<file path="src/rtl/adc_sample_packer.sv">
// Packs pairs of ADC samples into 32-bit words and buffers them in a
// first-word-fall-through FIFO for the FX3 StreamIN writer.
module adc_sample_packer #(
    parameter int unsigned ADC_BITS = 12,
    parameter int unsigned FIFO_AW  = 4
) (
    input  logic                clk_100,
    input  logic                reset_,
    input  logic                enable,
    input  logic [ADC_BITS-1:0] adc_data,
    input  logic                adc_valid,
    input  logic                rd_en,
    output logic [31:0]         data_out,
    output logic                data_avail,
    output logic [FIFO_AW:0]    fifo_level,
    output logic                overflow,
    output logic [15:0]         drop_count,
    input  logic                clear_ovf
);

    localparam int unsigned DEPTH = 1 << FIFO_AW;
    localparam int unsigned LW    = FIFO_AW + 1;

    localparam logic [0:0] HALF_EMPTY = 1'b0;
    localparam logic [0:0] HALF_FULL  = 1'b1;

    logic [0:0]          state_q, state_d;
    logic [ADC_BITS-1:0] hold_q, hold_d;
    logic [FIFO_AW-1:0]  wr_ptr_q, wr_ptr_d;
    logic [FIFO_AW-1:0]  rd_ptr_q, rd_ptr_d;
    logic [LW-1:0]       level_q, level_d;
    logic                overflow_q, overflow_d;
    logic [15:0]         drop_count_q, drop_count_d;
    logic [31:0]         mem_q [DEPTH];

    logic                push_c;
    logic                pop_c;
    logic                full_c;
    logic                wr_en_c;
    logic                drop_c;
    logic [31:0]         word_c;

    // Pack FSM, FIFO pointer/level bookkeeping and overflow accounting.
    always_comb begin
        state_d      = state_q;
        hold_d       = hold_q;
        wr_ptr_d     = wr_ptr_q;
        rd_ptr_d     = rd_ptr_q;
        level_d      = level_q;
        overflow_d   = overflow_q;
        drop_count_d = drop_count_q;

        word_c  = {16'(adc_data), 16'(hold_q)};
        full_c  = (level_q == LW'(DEPTH));
        pop_c   = enable && rd_en && (level_q != '0);
        push_c  = enable && adc_valid && (state_q == HALF_FULL);
        // A full FIFO still accepts the word when the same cycle frees a slot.
        wr_en_c = push_c && (!full_c || pop_c);
        drop_c  = push_c && full_c && !pop_c;

        if (enable && adc_valid) begin
            if (state_q == HALF_EMPTY) begin
                hold_d  = adc_data;
                state_d = HALF_FULL;
            end else begin
                state_d = HALF_EMPTY;
            end
        end

        if (wr_en_c) begin
            wr_ptr_d = wr_ptr_q + FIFO_AW'(1);
        end
        if (pop_c) begin
            rd_ptr_d = rd_ptr_q + FIFO_AW'(1);
        end

        case ({wr_en_c, pop_c})
            2'b10:   level_d = level_q + LW'(1);
            2'b01:   level_d = level_q - LW'(1);
            default: level_d = level_q;
        endcase

        if (clear_ovf) begin
            overflow_d   = 1'b0;
            drop_count_d = 16'h0000;
        end
        // A drop coinciding with a clear restarts the count at one.
        if (drop_c) begin
            overflow_d = 1'b1;
            if (clear_ovf) begin
                drop_count_d = 16'h0001;
            end else if (drop_count_q != 16'hFFFF) begin
                drop_count_d = drop_count_q + 16'h0001;
            end
        end

        if (!enable) begin
            state_d      = HALF_EMPTY;
            wr_ptr_d     = '0;
            rd_ptr_d     = '0;
            level_d      = '0;
            overflow_d   = 1'b0;
            drop_count_d = 16'h0000;
        end
    end

    always_ff @(posedge clk_100 or negedge reset_) begin
        if (!reset_) begin
            state_q      <= HALF_EMPTY;
            hold_q       <= '0;
            wr_ptr_q     <= '0;
            rd_ptr_q     <= '0;
            level_q      <= '0;
            overflow_q   <= 1'b0;
            drop_count_q <= 16'h0000;
        end else begin
            state_q      <= state_d;
            hold_q       <= hold_d;
            wr_ptr_q     <= wr_ptr_d;
            rd_ptr_q     <= rd_ptr_d;
            level_q      <= level_d;
            overflow_q   <= overflow_d;
            drop_count_q <= drop_count_d;
        end
    end

    // Storage array is not reset; contents are meaningless until written.
    always_ff @(posedge clk_100) begin
        if (wr_en_c) begin
            mem_q[wr_ptr_q] <= word_c;
        end
    end

    assign data_out   = mem_q[rd_ptr_q];
    assign data_avail = (level_q != '0);
    assign fifo_level = level_q;
    assign overflow   = overflow_q;
    assign drop_count = drop_count_q;

endmodule

</file>
<file path="config.mk">
export PLATFORM = sky130hd
export DESIGN_NAME = adc_sample_packer
export DESIGN_NICKNAME = d
export VERILOG_FILES = /design/src/rtl/adc_sample_packer.sv
export SDC_FILE = /design/constraint.sdc
export NUM_CORES = 1
export LEC_CHECK = 0
export BUFFER_PORTS_ARGS = -buffer_cell sky130_fd_sc_hd__buf_2
export CELL_PAD_IN_SITES_DETAIL_PLACEMENT = 1
export CELL_PAD_IN_SITES_GLOBAL_PLACEMENT = 1
export CORE_UTILIZATION = 45
export CTS_CLUSTER_SIZE = 16
export DETAILED_ROUTE_END_ITERATION = 10
export PLACE_DENSITY = 0.76
export SLEW_MARGIN = 0
export SYNTH_ARGS = -nofsm -noshare
export SYNTH_HDL_FRONTEND = slang
export SYNTH_SLANG_ARGS = --single-unit
export TNS_END_PERCENT = 1
</file>
<file path="constraint.sdc">
create_clock -name clk_100 -period 4.4 [get_ports clk_100]
set_clock_uncertainty 0.1 [all_clocks]
set_input_delay 0.66 -clock clk_100 [delete_from_list [all_inputs] [get_ports clk_100]]
set_output_delay 0.66 -clock clk_100 [all_outputs]
set_load 0.02 [all_outputs]
</file>
==> results_dict.tcl <==
set metrics [dict create \
    cpMostUsedCell "mux4_2" \
    synth_edf_count 384 \
    hold_path_class "in -> async" \
    drt_wl_total_um 36600 \
    syn-cell-area_um2 16850 \
    dieArea_um2 38220 \
    cpMaxStageDelayCell "dfrtp_4" \
    grtUsageMet1 0.2747 \
    cts_setup_buffers 0 \
    cts_resized 0 \
    start_util 0.4591 \
    nets 907 \
    grt_pass1_wl_um 55370 \
    first_pass_iters 5 \
    setup_tns_ns 0 \
    place.gp.congestion 0.7555 \
    cts_buffers 45 \
    io_pins 73 \
    grt_overflow_total 0 \
    met2_usage 0.3213 \
    vdd_ir_drop_max_uv 293.1 \
    top_usage_layer "met2" \
    yosys-top-cells-area "edfxtp_1, mux4_2, dfrtp_1, mux2_2, xnor2_1" \
    drive_above_1_share 0.3304 \
    cp_max_fo 18 \
    clock.fmax_mhz 272.0 \
    grt_pass1_vias 8675 \
    route.vias.total 8089 \
    fin_crit_sh 0.8357 \
    ys_types 55 \
    crit_chain "buf_4 -> mux4_2 -> mux4_2 -> buf_2" \
    outcome "completed" \
    dp_cells 1302 \
    slew_headroom 0.2580 \
    clkTransAtPathRegs_ns 0.06 \
    hold_viol 0 \
    final-seq-area_um2 12620 \
    synthFlopType "edfxtp_1" \
    drc 0 \
    crit_type "reg -> out" \
    maxSlewViolCount 0 \
    p_leak_nw 6.205 \
    yosysTopAreaCellShare 0.6844 \
    num_antenna_cells 0 \
    clock-sinks 427 \
    synth_common_cells "edfxtp_1, mux4_2, dfrtp_1" \
    syn_area_per_cell_um2 21.38 \
    worst_pin_slew_ns 1.113 \
    fp-row-count 70 \
    place_hpwl_um 21090 \
    fillers 3208 \
    io_buffers 64 \
    coreArea_um2 36700 \
    setup_viol 0 \
    die_y_um 195.5 \
    async_flop_share 0.1007 \
    fin_crit_ns 3.677 \
    cts-htree-levels 2 \
    cp_top_family "multiplexers" \
    insertion_delay_ns 0.56 \
    cp.arrival_ns 2.92 \
    use_met3 0.03040 \
    drv_cap 0 \
    ys_ff_latch 427 \
    final_antenna_net_count 0 \
    path_buf_inv 2 \
    vias_per_cell 5.840 \
    cts_buffer_depth 3 \
    yosysMostFrequentCell "edfxtp_1" \
    synth_area_leader_cell "edfxtp_1" \
    cts_hold_buf 0 \
    stdcell_count 1385 \
    syn_inst 788 \
    grt_usage 0.1972 \
    cts_tree "yes" \
    critPathCaptureType "output port" \
    p_per_area_nw_per_um2 533.9 \
    seq_area_frac_synth 0.7483 \
    rsz0062_at_grt "false" \
    grt_max_degree 52 \
    area_growth_pct 14.50 \
    wl_per_cell_um 26.42 \
    root_buffer "clkbuf_16" \
    multi_input_area_um2 4031 \
    crit_required_ns 3.64 \
    cp_slowest_stage_delay_ns 0.66 \
    first_iter_violations 759 \
    antenna_found_initial 0 \
    yosysWarnings 0 \
    die_x_um 195.5 \
    startpoint_type "flop" \
]
-- registers in the layout, indices dropped and copies added (netlist names) --
name        flops
mem_q         384
drop_count     16
hold_q         12
fifo_level      5
rd_ptr_q        4
wr_ptr_q        4
overflow        1
state_q         1
-- layout by cell type (no fill, tap or decap), types with 2 or more instances in the layout --
master,count
buf_2,64
nor2_4,4
nand2_1,15
and2_1,9
clkbuf_16,46
buf_12,6
conb_1,8
nor4_1,6
dfrtp_1,40
o31ai_1,2
bufinv_16,2
clkinv_4,2
o21ai_0,6
nand3b_1,3
nor3_2,6
xor2_1,4
clkinv_2,7
xnor2_1,14
nor3_1,2
nor2_1,25
nand2b_1,2
mux2i_1,4
clkinv_1,4
dfrtp_4,2
nand4_1,8
nand3_1,8
clkbuf_8,4
edfxtp_1,384
mux2_2,12
inv_1,14
or3_1,3
mux4_2,120
nor3b_1,2
mux2_1,2
clkbuf_1,16
ha_1,8
a21oi_1,8
buf_4,18
-- final cells by class --
type / instances / share of cell area
flip-flops and latches: 427 / 0.6540
clock buffers: 66 / 0.06564
clock inverters: 17 / 0.008497
inverters: 14 / 0.002724
multi-input cells: 305 / 0.2090
well taps: 468 / 0.03035
repair buffers: 88 / 0.02984
-- power breakdown --
| group | switching (W) | internal [W] |
|---|---|---|
| Clock | 0.00153 | 0.00213 |
| Combinational | 0.000862 | 0.000957 |
| Sequential | 0.000246 | 0.00458 |
| Total | 0.00264 | 0.00766 |
-- final timing paths --
check / from / endpoint / slack [ns] / cells past startpoint
setup reg to reg: fifo_level[2] / mem_q[6][5] / 1.40 / 7
hold reg to reg: overflow / overflow / 0.44 / 2
max in group asynchronous: reset_ / rd_ptr_q[0] / 3.20 / 1
setup / recovery: rd_ptr_q[0] / data_out[1] / 0.72 / 4
min in group clk_100: adc_valid / state_q / 0.34 / 3
hold / removal: reset_ / hold_q[2] / 0.21 / 1
-- worst register-to-register path: stages, from the launching register on --
cell,delay [ns]
dfrtp_1,0.53
nor4_1,0.08
buf_4,0.16
a21oi_1,0.36
buf_4,0.22
nand2_1,0.16
nor3_2,0.58
buf_4,0.46
-- cell families after synthesis --
group | after synthesis | share of synthesized area
buffers and inverters | 63 | 0.01693
AOI/OAI and AO/OA | 31 | 0.01248
xor gates and xnor gates | 18 | 0.009358
muxes | 138 | 0.1721
adders and majority gates | 8 | 0.005942
other | 1 | 0.0002226
DFF | 427 | 0.7483
and+or+nand+nor | 102 | 0.03461
-- routing by layer --
layer	wire length (um)	share of wire
met1	15960	0.44
met2	17970	0.49
met3	1740	0.048
met4	926	0.025
met5	0	0
-- metrics by stage --
step	area [um^2]	hold WS (ns)	utilization	power, W	worst slack [ns]
2_1_floorplan	16870	0.2644	-	0.006187	0.4886
3_3_place_gp	17860	0.4260	0.4867	0.006731	1.117
3_5_place_dp	17860	0.4290	0.4867	0.006764	1.067
4_1_cts	19290	0.2321	0.5257	0.01042	0.6981
5_1_grt	19290	0.2939	0.5257	0.01068	0.6418
6_report	19290	0.2082	0.5257	0.01030	0.7230
(Power assumes the default switching activity.)
